===== config.mk =====
export PLATFORM = sky130hd
export DESIGN_NAME = sprite_pixel_streamer
export DESIGN_NICKNAME = d
export VERILOG_FILES = /design/src/rtl/sprite_pixel_streamer.sv
export SDC_FILE = /design/constraint.sdc
export NUM_CORES = 1
export LEC_CHECK = 0
export BUFFER_PORTS_ARGS = -buffer_cell sky130_fd_sc_hd__buf_2
export CORE_MARGIN = 8
export CORE_UTILIZATION = 56
export DETAILED_ROUTE_END_ITERATION = 16
export GPL_TIMING_DRIVEN = 0
export PLACE_DENSITY_LB_ADDON = 0.08
export SLEW_MARGIN = 0
export SYNTH_ARGS = -nofsm -noshare
export SYNTH_HDL_FRONTEND = slang
export SYNTH_SLANG_ARGS = --single-unit

===== constraint.sdc =====
create_clock -name CLK -period 4.6 [get_ports CLK]
set_input_delay 0.23 -clock CLK [delete_from_list [all_inputs] [get_ports CLK]]
set_output_delay 0.23 -clock CLK [all_outputs]
set_load 0.05 [all_outputs]

===== src/rtl/sprite_pixel_streamer.sv =====
// Sprite pixel streamer: fetches packed words per sprite channel and streams pixels MS-first over valid/ready.
// Optional colour-key output enabled by defining SPRITE_STREAMER_TRANSPARENCY_EN.
module sprite_pixel_streamer #(
   parameter int NUM_SPRITES  = 8,
   parameter int PIX_W        = 24,
   parameter int PIX_PER_WORD = 2,
   parameter int ADDR_W       = 16,
   parameter int RD_LATENCY   = 1,
   parameter int SEL_W        = $clog2(NUM_SPRITES)
`ifdef SPRITE_STREAMER_TRANSPARENCY_EN
   ,
   parameter logic [PIX_W-1:0] KEY_COLOR = 24'hFF00FF
`endif
) (
   input  logic                          CLK,
   input  logic                          RESET_N,
   input  logic                          START,
   input  logic [NUM_SPRITES-1:0]        SPRITES_EN,
   input  logic [NUM_SPRITES*ADDR_W-1:0] SPRITE_LEN,
   input  logic [PIX_W*PIX_PER_WORD-1:0] DATA_IN,
   input  logic                          PIX_READY,
   output logic                          MEM_RD,
   output logic [ADDR_W-1:0]             MEM_ADDR,
   output logic [SEL_W-1:0]              MEM_SEL,
   output logic [PIX_W-1:0]              RGB,
   output logic                          PIX_VALID,
   output logic                          PIX_LAST,
   output logic                          BUSY,
   output logic                          DONE
`ifdef SPRITE_STREAMER_TRANSPARENCY_EN
   ,
   output logic                          PIX_OPAQUE
`endif
);

   localparam int WORD_W = PIX_W * PIX_PER_WORD;
   localparam int PCNT_W = (PIX_PER_WORD > 1) ? $clog2(PIX_PER_WORD) : 1;
   localparam int LCNT_W = (RD_LATENCY > 1) ? $clog2(RD_LATENCY) : 1;
   localparam logic [PCNT_W-1:0] PIX_MAX = PCNT_W'(PIX_PER_WORD - 1);
   localparam logic [LCNT_W-1:0] LAT_MAX = LCNT_W'(RD_LATENCY - 1);

   typedef enum logic [2:0] {IDLE, REQ, WAIT, SHIFT, FIN} state_t;

   state_t              state, next_state;
   logic [SEL_W-1:0]    sel, win_sel;
   logic [ADDR_W-1:0]   addr [NUM_SPRITES];
   logic [ADDR_W-1:0]   win_len, sel_len;
   logic [WORD_W-1:0]   shift_reg;
   logic [PCNT_W-1:0]   pix_cnt;
   logic [LCNT_W-1:0]   lat_cnt;
   logic                last_word;
   logic                lat_done, word_done;

   // Lowest enabled channel wins; with nothing enabled channel 0 is used.
   always_comb begin
      win_sel = '0;
      for (int i = NUM_SPRITES - 1; i >= 0; i--) begin
         if (SPRITES_EN[i]) win_sel = SEL_W'(i);
      end
   end

   assign win_len   = SPRITE_LEN[int'(win_sel)*ADDR_W +: ADDR_W];
   assign sel_len   = SPRITE_LEN[int'(sel)*ADDR_W +: ADDR_W];
   assign lat_done  = (lat_cnt == LAT_MAX);
   assign word_done = (state == SHIFT) && PIX_READY && (pix_cnt == PIX_MAX);

   always_ff @(posedge CLK or negedge RESET_N) begin
      if (!RESET_N) state <= IDLE;
      else          state <= next_state;
   end

   always_comb begin
      next_state = state;
      case (state)
         IDLE:    if (START) next_state = (win_len == '0) ? FIN : REQ;
         REQ:     next_state = WAIT;
         WAIT:    if (lat_done) next_state = SHIFT;
         SHIFT:   if (word_done) next_state = last_word ? FIN : REQ;
         FIN:     next_state = IDLE;
         default: next_state = IDLE;
      endcase
   end

   // The end-of-sprite decision is registered at capture so PIX_LAST never depends on a live input.
   always_ff @(posedge CLK or negedge RESET_N) begin
      if (!RESET_N) begin
         sel       <= '0;
         shift_reg <= '0;
         pix_cnt   <= '0;
         lat_cnt   <= '0;
         last_word <= 1'b0;
         for (int i = 0; i < NUM_SPRITES; i++) addr[i] <= '0;
      end else begin
         case (state)
            IDLE: if (START) sel <= win_sel;
            REQ:  lat_cnt <= '0;
            WAIT: begin
               lat_cnt <= lat_cnt + LCNT_W'(1);
               if (lat_done) begin
                  shift_reg <= DATA_IN;
                  pix_cnt   <= '0;
                  last_word <= (addr[sel] == sel_len - ADDR_W'(1));
               end
            end
            SHIFT: if (PIX_READY) begin
               if (pix_cnt == PIX_MAX) begin
                  addr[sel] <= last_word ? '0 : addr[sel] + ADDR_W'(1);
               end else begin
                  shift_reg <= shift_reg << PIX_W;
                  pix_cnt   <= pix_cnt + PCNT_W'(1);
               end
            end
            default: ;
         endcase
      end
   end

   assign MEM_RD    = (state == REQ);
   assign MEM_ADDR  = addr[sel];
   assign MEM_SEL   = sel;
   assign RGB       = shift_reg[WORD_W-1 -: PIX_W];
   assign PIX_VALID = (state == SHIFT);
   assign PIX_LAST  = PIX_VALID && last_word && (pix_cnt == PIX_MAX);
   assign BUSY      = (state != IDLE);
   assign DONE      = (state == FIN);

`ifdef SPRITE_STREAMER_TRANSPARENCY_EN
   assign PIX_OPAQUE = PIX_VALID && (RGB != KEY_COLOR);
`endif

endmodule

==> results.py, run 1 <==
metrics = {
    "cts": {
        "cts.sinks": 185,
        "cts_buffer_depth": 2,
        "clk_latency_ns": 0.44,
        "numCtsBuffers": 17,
        "cts_tree": "built",
        "post-cts-setup-buffers": 0,
        "cts_max_level": 4,
        "cts_root_buf": "clkbuf_16",
        "clkTransAtPathRegs_ns": 0.07,
    },
    "placed_design": {
        "portBuffers": 235,
        "post-place-ws_ns": -0.0729,
        "placed_cells": 1585,
        "place.gp.congestion": 1.06,
        "dp_hpwl_mm": 31.8,
    },
    "timing": {
        "clock_skew_ns": 0.0141,
        "drv_slew": 0,
        "worst_pin_slew_ns": 1.14,
        "period_needed_ns": 4.52,
        "max_freq_mhz": 221,
        "setup_slack_ns": 0.0791,
        "final.period_utilization_pct": 98.3,
        "hold_violations": 0,
        "rsz0062_at_grt": "no",
        "setup_viol": 0,
        "relSlewSlack_pct": 24.0,
        "finalSetupTns_ns": 0,
    },
    "setup_path": {
        "critPathBufInv": 2,
        "slowest_stage": "nor2_1",
        "crit_path_start_kind": "register",
        "end_kind": "register",
        "critical-path-max-stage-delay_ns": 0.87,
        "path_delay_family": "simple AND/OR/NAND/NOR gates",
        "criticalPathCategory": "register to register",
        "critical_path_peak_fanout": 10,
        "cp_data_required_time_ns": 4.92,
        "cp.arrival_ns": 4.84,
        "path_cells": "buf_6, buf_6, nor2_1, a22oi_1, o22ai_1, and3_1, nand4_1, nor3_1, xnor2_1, nor2_1, mux2_2",
    },
    "pwr": {
        "intPower_mw": 4.55,
        "combinationalPowerShare_pct": 58.6,
        "clkPwrFrac_pct": 15.7,
        "power_switching_mw": 4.41,
        "p_seq_share_pct": 25.6,
        "swShare_pct": 49.2,
        "peakVddDrop_uv": 557,
        "p_leak_nw": 6.07,
        "p_per_area_nw_per_um2": 681,
    },
    "layout": {
        "drive_above_1_share_pct": 34.1,
        "syn_to_final_growth_pct": 19.4,
        "instances_no_fill": 1620,
        "final_common_cell": "buf_2",
        "largest_reg_flops": 128,
        "fin_nets": 1530,
        "utilization_pct": 67.8,
        "mostFrequentLayoutCells": "buf_2, dfrtp_1, nand2_1, mux2_2, o21ai_0",
    },
    "synthesis": {
        "avgSynthCellArea_um2": 10.2,
        "synth-edff-count": 0,
        "yosys_warnings": 0,
        "ys_ff_latch": 185,
        "ys_seq_area_share_pct": 42.0,
        "syn-num-nets": 1274,
        "async_reset_ff_share_pct": 100,
        "synth_top_area_share_pct": 42.0,
        "synthesis.area_um2": 11000,
        "yosysTopAreaCell": "dfrtp_1",
        "synthesis.instances": 1084,
        "synth_cell_types": 76,
        "synthFlopType": "dfrtp_1",
        "synthTopCellsByArea": "dfrtp_1, mux2_2, nand2_1",
    },
    "route": {
        "drt_first_pass_iters": 5,
        "num_vias": 10270,
        "drc": 0,
        "wl_per_cell_um": 25.8,
        "vias_per_cell": 6.34,
        "drt_iter0_drc": 1043,
        "wl_mm": 41.8,
        "antenna_left": 0,
    },
    "run": {
        "cap_violations": 0,
    },
    "floorplan": {
        "die_width_um": 156,
        "dieArea_um2": 24400,
        "initial_core_util_pct": 56.8,
        "fp-row-count": 51,
        "die_h_um": 156,
        "ios": 236,
        "coreArea_um2": 19400,
    },
    "global_route": {
        "grt.overflow.total": 0,
        "track_usage_pct": 33.8,
        "grt_start_max_net_pins": 104,
        "grt_pass1_wl_mm": 61.9,
        "first_global_vias": 10416,
        "antenna_found_initial": 1,
    },
    "run_status": {
        "status": "finished, final reports clean",
    },
    "hold_path": {
        "hold_class": "primary input to register",
    },
}
Yosys cell counts (all sizes together), types with 4 or more instances:
| master | count |
|---|---|
| nor2 | 51 |
| nor4 | 39 |
| inv | 18 |
| nand4 | 10 |
| nor3 | 12 |
| nand3b | 5 |
| xor2 | 10 |
| a221o | 6 |
| a21oi | 12 |
| mux2i | 63 |
| clkbuf | 43 |
| o2bb2ai | 5 |
| and2 | 7 |
| nor2b | 9 |
| o22ai | 8 |
| o31ai | 46 |
| or3 | 4 |
| nand2b | 11 |
| and4 | 4 |
| nor3b | 5 |
| a22oi | 14 |
| dfrtp | 185 |
| mux2 | 96 |
| nand2 | 169 |
| nand3 | 17 |
| a221oi | 12 |
| buf | 54 |
| o21ai | 75 |
| o211ai | 6 |
| mux4 | 24 |
| and3 | 7 |
| xnor2 | 19 |
power by group through the flow:
stage / registers, mW / logic (mW) / clock network, mW
after detailed placement: 2.32 / 5.14 / 0
after global placement: 2.30 / 5.05 / 0
after CTS: 2.29 / 5.17 / 1.41
after floorplan: 2.29 / 3.65 / 0
after global routing: 2.34 / 5.59 / 1.47
final: 2.30 / 5.25 / 1.41
metal layers:
layer  GRT usage (%)  wire length [µm]
met5               0                 0
met2            53.1             19100
met3            8.88              4740
met4            17.5              2070
met1            42.2             15900
repair_timing:
| item | 4_1_cts | 5_1_grt |
|---|---|---|
| setup endpoints to repair | 4 | 8 |
| hold buffers | 1 | 0 |
| pin swaps | 0 | 0 |
| hold endpoints to repair | 82 | 0 |
| gates resized for setup | 1 | 5 |
layout make-up:
class / instances / area [µm²]
diodes: 2 / 5.00
fillers: 1599 / 6250
clock buffers: 20 / 447
inverters: 18 / 67.6
plain buffers: 97 / 568
multi-input cells: 784 / 5770
well taps: 265 / 332
flip-flops and latches: 185 / 4630
repair buffers: 237 / 1220
clock inverters: 12 / 106
per-stage QoR:
| step | area, µm² | total power, mW | hold WS [ns] |
|---|---|---|---|
| floorplan | 11000 | 5.95 | -0.0656 |
| global placement | 12500 | 7.36 | 0.453 |
| detailed placement | 12600 | 7.46 | 0.269 |
| CTS | 13100 | 8.87 | 0.0201 |
| global route | 13100 | 9.39 | 0.0288 |
| finish | 13100 | 8.96 | 0.0281 |
cell families (layout without fill, tap and decap cells):
logic type	after synthesis	after routing	share of synthesized area, %
AND/OR/NAND/NOR	361	361	16.1
AO/OA/AOI/OAI	209	209	13.0
flip-flops	185	185	42.0
multiplexers	183	183	20.6
buffers and inverters	115	384	5.76
XOR/XNOR	29	29	2.31
adder cells (fa/ha/maj)	2	2	0.227
other	0	2	0
worst paths after layout:
check / cells past startpoint / start / slack [ns] / to
min reg2reg: 2 / addr[3] / 0.48 / addr[3]
max: 11 / MEM_SEL[1] / 0.08 / addr[111]
max reg2reg: 11 / MEM_SEL[1] / 0.08 / addr[111]
max in group asynchronous: 3 / RESET_N / 3.26 / addr[100]
min in group asynchronous: 2 / RESET_N / 0.40 / addr[113]
min: 3 / DATA_IN[20] / 0.03 / shift_reg[20]
worst min-delay path, stage by stage:
cell,delay (ns)
buf_2,0.09
nand2_1,0.04
o21ai_0,0.06
Note: power is estimated with default switching activity, not from simulation.
==> run 2: changes to the inputs <==
--- a/config.mk
+++ b/config.mk
@@ -6,11 +6,12 @@
 export NUM_CORES = 1
 export LEC_CHECK = 0
 export BUFFER_PORTS_ARGS = -buffer_cell sky130_fd_sc_hd__buf_2
+export CAP_MARGIN = 10
 export CORE_MARGIN = 8
 export CORE_UTILIZATION = 56
 export DETAILED_ROUTE_END_ITERATION = 16
 export GPL_TIMING_DRIVEN = 0
-export PLACE_DENSITY_LB_ADDON = 0.08
+export PLACE_DENSITY = 0.82
 export SLEW_MARGIN = 0
 export SYNTH_ARGS = -nofsm -noshare
 export SYNTH_HDL_FRONTEND = slang
==> results.py, run 2 (same netlist as run 1, synthesis figures left out) <==
metrics = {
    "timing": {
        "max_freq_mhz": 225,
        "hold_violations": 0,
        "setup_viol": 0,
        "worst_pin_slew_ns": 1.15,
        "clock_skew_ns": 0.0199,
        "finalSetupTns_ns": 0,
        "drv_slew": 0,
        "relSlewSlack_pct": 23.3,
        "setup_slack_ns": 0.161,
        "final.period_utilization_pct": 96.5,
        "period_needed_ns": 4.44,
        "rsz0062_at_grt": "no",
    },
    "cts": {
        "clk_latency_ns": 0.45,
        "cts.sinks": 185,
        "numCtsBuffers": 17,
        "cts_max_level": 4,
        "cts_buffer_depth": 2,
        "cts_root_buf": "clkbuf_16",
        "clkTransAtPathRegs_ns": 0.07,
        "cts_tree": "built",
    },
    "placed_design": {
        "placed_cells": 1586,
        "dp_hpwl_mm": 31.1,
        "place.gp.congestion": 1.02,
        "portBuffers": 235,
        "post-place-ws_ns": 0.0973,
    },
    "setup_path": {
        "worstRegToRegCells": 13,
        "slowest_stage": "o21ai_1",
        "path_cells": "buf_6, buf_6, buf_6, buf_6, nor2b_1, a221oi_1, o21ai_1, and3_1, nand4_1, nor3_2, xnor2_1, nor2_1, mux2_2",
        "crit_path_start_kind": "register",
        "cp_data_required_time_ns": 4.92,
        "critical_path_peak_fanout": 10,
        "cpMostUsedCell": "buf_6",
        "critPathBufInv": 4,
        "r2r_end": "addr[111]",
        "path_delay_family": "simple AND/OR/NAND/NOR gates",
        "timing.rr.start": "MEM_SEL[1]",
        "criticalPathCategory": "register to register",
        "r2r_slack_ns": 0.16,
        "cp.arrival_ns": 4.76,
        "critical-path-max-stage-delay_ns": 0.63,
        "end_kind": "register",
    },
    "layout": {
        "multiInputGateArea_um2": 5760,
        "final_common_cell": "buf_2",
        "instances_no_fill": 1619,
        "fin_nets": 1531,
        "syn_to_final_growth_pct": 19.6,
        "fillCellCount": 1546,
        "mostFrequentLayoutCells": "buf_2, dfrtp_1, nand2_1, mux2_2, o21ai_0",
        "drive_above_1_share_pct": 34.1,
        "largest_reg_flops": 128,
        "seqCellArea_um2": 4630,
        "antenna_cells": 0,
    },
    "route": {
        "vias_per_cell": 6.45,
        "wl_met1_mm": 15.0,
        "dr_wl_met2_mm": 18.9,
        "num_vias": 10443,
        "antenna_left": 0,
        "drt_first_pass_iters": 7,
        "drc": 0,
        "wl_mm": 41.2,
        "drt_iter0_drc": 1130,
        "top_layer_used": "met4",
        "dr_wl_met3_mm": 4.88,
        "wl_per_cell_um": 25.4,
    },
    "global_route": {
        "grt_start_max_net_pins": 94,
        "grt.overflow.total": 0,
        "antenna_found_initial": 0,
        "track_usage_pct": 33.6,
        "grt_pass1_wl_mm": 61.9,
        "first_global_vias": 10623,
    },
    "run": {
        "cap_violations": 0,
    },
    "floorplan": {
        "dieArea_um2": 24400,
        "coreArea_um2": 19400,
        "fp-row-count": 51,
        "initial_core_util_pct": 56.8,
        "ios": 236,
        "die_h_um": 156,
        "die_width_um": 156,
    },
    "pwr": {
        "p_leak_nw": 6.09,
        "p_total_mw": 8.98,
        "p_per_area_nw_per_um2": 682,
        "peakVddDrop_uv": 522,
    },
    "hold_path": {
        "min_path_cells": 3,
        "hold_path_end": "shift_reg[7]",
        "hold_class": "primary input to register",
        "hp-start": "DATA_IN[7]",
    },
    "run_status": {
        "status": "finished, final reports clean",
    },
}
run 2: worst reg2reg max path, cell delays in order (launching register included):
cell      delay (ns)
dfrtp_1         0.37
buf_6           0.18
buf_6           0.18
buf_6           0.23
buf_6           0.21
nor2b_1         0.61
a221oi_1        0.20
o21ai_1         0.63
and3_1          0.31
nand4_1         0.26
nor3_2          0.40
xnor2_1         0.30
nor2_1          0.15
mux2_2          0.31
run 2: how the worst max path moves through the flow:
stage,start,to,slack [ns],cells past startpoint
final,MEM_SEL[1],addr[111],0.16,13
after global routing,MEM_SEL[1],addr[110],0.04,15
after CTS,MEM_SEL[1],addr[110],0.09,15
after detailed placement,MEM_SEL[1],addr[110],0.1,15
after global placement,MEM_SEL[1],addr[126],0.12,15
after floorplan,MEM_SEL[0],addr[78],0.62,16
run 2: timing repair:
item | 4_1_cts | 5_1_grt
hold endpoints to repair | 92 | 0
hold buffers | 1 | 0
buffers inserted | 0 | 0
gates resized for setup | 0 | 5
setup endpoints to repair | 0 | 8
run 2: report_power, final:
group | internal [mW] | total, mW | switching [mW]
Sequential | 2.06 | 2.30 | 0.246
Combinational | 1.76 | 5.23 | 3.47
Clock | 0.726 | 1.44 | 0.717
run 2: area by class of cell:
| cell class | count | area share, % |
|---|---|---|
| Buffer | 97 | 4.31 |
| Tap cell | 265 | 2.52 |
| Timing Repair Buffer | 238 | 9.38 |
| Clock buffer | 18 | 3.26 |
| Clock inverter | 14 | 1.15 |
| Sequential cell | 185 | 35.2 |
| Inverter | 18 | 0.513 |
| Multi-Input combinational cell | 784 | 43.7 |
run 2: routing by layer:
metal,up-vias,track usage [%]
met4,0,19.0
met1,5026,39.8
met2,753,53.7
met5,-,0
li1,4500,-
met3,164,10.1
run 2: stage by stage:
stage          hold slack, ns  util [%]  cell area [µm²]
2_1_floorplan         -0.0656         -            11000
3_3_place_gp            0.453      64.5            12500
3_5_place_dp            0.298      64.8            12600
4_1_cts                0.0185      67.8            13200
5_1_grt                0.0169      67.9            13200
6_report               0.0263      67.9            13200
==> run 3: changes to the inputs <==
--- a/config.mk
+++ b/config.mk
@@ -5,7 +5,7 @@
 export SDC_FILE = /design/constraint.sdc
 export NUM_CORES = 1
 export LEC_CHECK = 0
-export BUFFER_PORTS_ARGS = -buffer_cell sky130_fd_sc_hd__buf_2
+export BUFFER_PORTS_ARGS = -buffer_cell sky130_fd_sc_hd__buf_4
 export CAP_MARGIN = 10
 export CORE_MARGIN = 8
 export CORE_UTILIZATION = 56
==> results.py, run 3 (same netlist as run 1, synthesis figures left out) <==
metrics = {
    "setup_path": {
        "cpMostUsedCell": "buf_6",
        "cp_data_required_time_ns": 4.92,
        "path_cells": "buf_6, buf_6, buf_6, buf_6, nor2b_2, a221oi_1, o21ai_1, and3_1, nand4_1, nor3_1, xnor2_1, nor2_1, mux2_2",
        "critical_path_peak_fanout": 10,
        "slowest_stage": "nor3_1",
        "crit_path_start_kind": "register",
        "end_kind": "register",
        "criticalPathCategory": "register to register",
        "critical-path-max-stage-delay_ns": 0.62,
        "cp.arrival_ns": 4.94,
    },
    "global_route": {
        "track_usage_pct": 34.9,
        "grt_pass1_wl_mm": 64.3,
        "first_global_vias": 10812,
        "antenna_found_initial": 1,
        "grt_start_max_net_pins": 114,
        "grt.overflow.total": 0,
    },
    "route": {
        "wl_met1_mm": 15.3,
        "vias_per_cell": 6.55,
        "dr_wl_met3_mm": 5.46,
        "wl_per_cell_um": 26.6,
        "antenna_left": 0,
        "drt_first_pass_iters": 7,
        "wl_mm": 43.0,
        "num_vias": 10598,
        "drt_iter0_drc": 1226,
        "dr_wl_met2_mm": 19.6,
        "drc": 0,
        "top_layer_used": "met5",
    },
    "run_status": {
        "violations": "negative setup slack",
        "status": "finished with violations",
    },
    "floorplan": {
        "dieArea_um2": 24400,
        "fp-row-count": 51,
        "ios": 236,
        "die_width_um": 156,
        "die_h_um": 156,
        "coreArea_um2": 19400,
        "initial_core_util_pct": 56.8,
    },
    "cts": {
        "cts_max_level": 4,
        "post-cts-setup-buffers": 0,
        "cts.sinks": 185,
        "clkTransAtPathRegs_ns": 0.08,
        "cts_tree": "built",
        "clk_latency_ns": 0.44,
        "cts_root_buf": "clkbuf_16",
        "numCtsBuffers": 17,
        "cts_buffer_depth": 2,
    },
    "layout": {
        "syn_to_final_growth_pct": 24.7,
        "mostFrequentLayoutCells": "buf_4, dfrtp_1, nand2_1, mux2_2, o21ai_0",
        "largest_reg_flops": 128,
        "final_common_cell": "buf_4",
        "instances_no_fill": 1618,
        "final_area_um2": 13700,
        "drive_above_1_share_pct": 34.1,
        "fin_nets": 1531,
        "antenna_cells": 0,
    },
    "timing": {
        "hold-worst-slack_ns": 0.0332,
        "final.period_utilization_pct": 101,
        "finalSetupTns_ns": -0.0821,
        "max_freq_mhz": 216,
        "drv_slew": 0,
        "rsz0062_at_grt": "no",
        "clock_skew_ns": 0.0142,
        "hold_violations": 0,
        "setup_viol": 4,
        "period_needed_ns": 4.62,
        "relSlewSlack_pct": 23.2,
        "setup_slack_ns": -0.0233,
        "worst_pin_slew_ns": 1.15,
    },
    "run": {
        "cap_violations": 0,
    },
    "hold_path": {
        "hold_class": "primary input to register",
    },
    "pwr": {
        "p_per_area_nw_per_um2": 671,
        "p_leak_nw": 6.27,
        "peakVddDrop_uv": 418,
    },
    "placed_design": {
        "place.gp.congestion": 0.990,
        "placed_cells": 1586,
        "dp_hpwl_mm": 31.8,
        "portBuffers": 235,
        "placed_area_um2": 13200,
    },
}
[run 3: final cells by class]
| cell class | instances | area (µm²) |
|---|---|---|
| Buffer | 97 | 567 |
| Timing Repair Buffer | 238 | 1820 |
| Fill cell | 1516 | 5660 |
| Clock inverter | 14 | 135 |
| Multi-Input combinational cell | 784 | 5760 |
| Tap cell | 265 | 332 |
| Clock buffer | 17 | 425 |
| Sequential cell | 185 | 4630 |
| Inverter | 18 | 67.6 |
[run 3: per-layer routing]
metal,up-vias,GRT usage [%]
met2,812,54.7
met1,5116,41.6
met4,2,21.1
met3,191,10.8
met5,-,0
li1,4477,-
[run 3: stage by stage]
stage          total power [mW]  utilization (%)  setup WS (ns)
2_1_floorplan              5.95                -          0.619
3_3_place_gp               7.50             67.6          0.160
3_5_place_dp               7.63             67.8          0.116
4_1_cts                    9.06             70.7         0.0838
5_1_grt                    9.63             70.8         0.0543
6_report                   9.21             70.8        -0.0233
[run 3: final timing paths]
| check | start | to | slack (ns) | depth (start not counted) |
|---|---|---|---|---|
| max in group asynchronous | RESET_N | addr[117] | 3.28 | 3 |
| min reg2reg | addr[47] | addr[47] | 0.48 | 2 |
| max | MEM_SEL[1] | addr[127] | -0.02 | 13 |
| min in group asynchronous | RESET_N | addr[121] | 0.35 | 2 |
| min | DATA_IN[20] | shift_reg[20] | 0.03 | 3 |
| max reg2reg | MEM_SEL[1] | addr[127] | -0.02 | 13 |
[run 3: timing repair]
item                                    in CTS  in global routing
hold buffers                                 1                  0
resized for setup                            0                  3
hold endpoints to repair                    72                  0
endpoints found under the setup margin       0                 21
[run 3: critical path, delay by kind of cell (launching register included)]
family          cells  cell delay [ns]
flops               1             0.37
buf+inv             4             0.76
xor+xnor            1             0.32
simple gates        5             1.92
compound gates      2             0.81
mux                 1             0.31
[run 3: power breakdown]
| part | total [mW] | internal, mW | switching (mW) | leakage [nW] |
|---|---|---|---|---|
| Combinational | 5.47 | 1.91 | 3.56 | 3.53 |
| Clock | 1.43 | 0.717 | 0.712 | 0.275 |
| Sequential | 2.31 | 2.06 | 0.253 | 2.47 |
| Total | 9.21 | 4.69 | 4.52 | 6.27 |
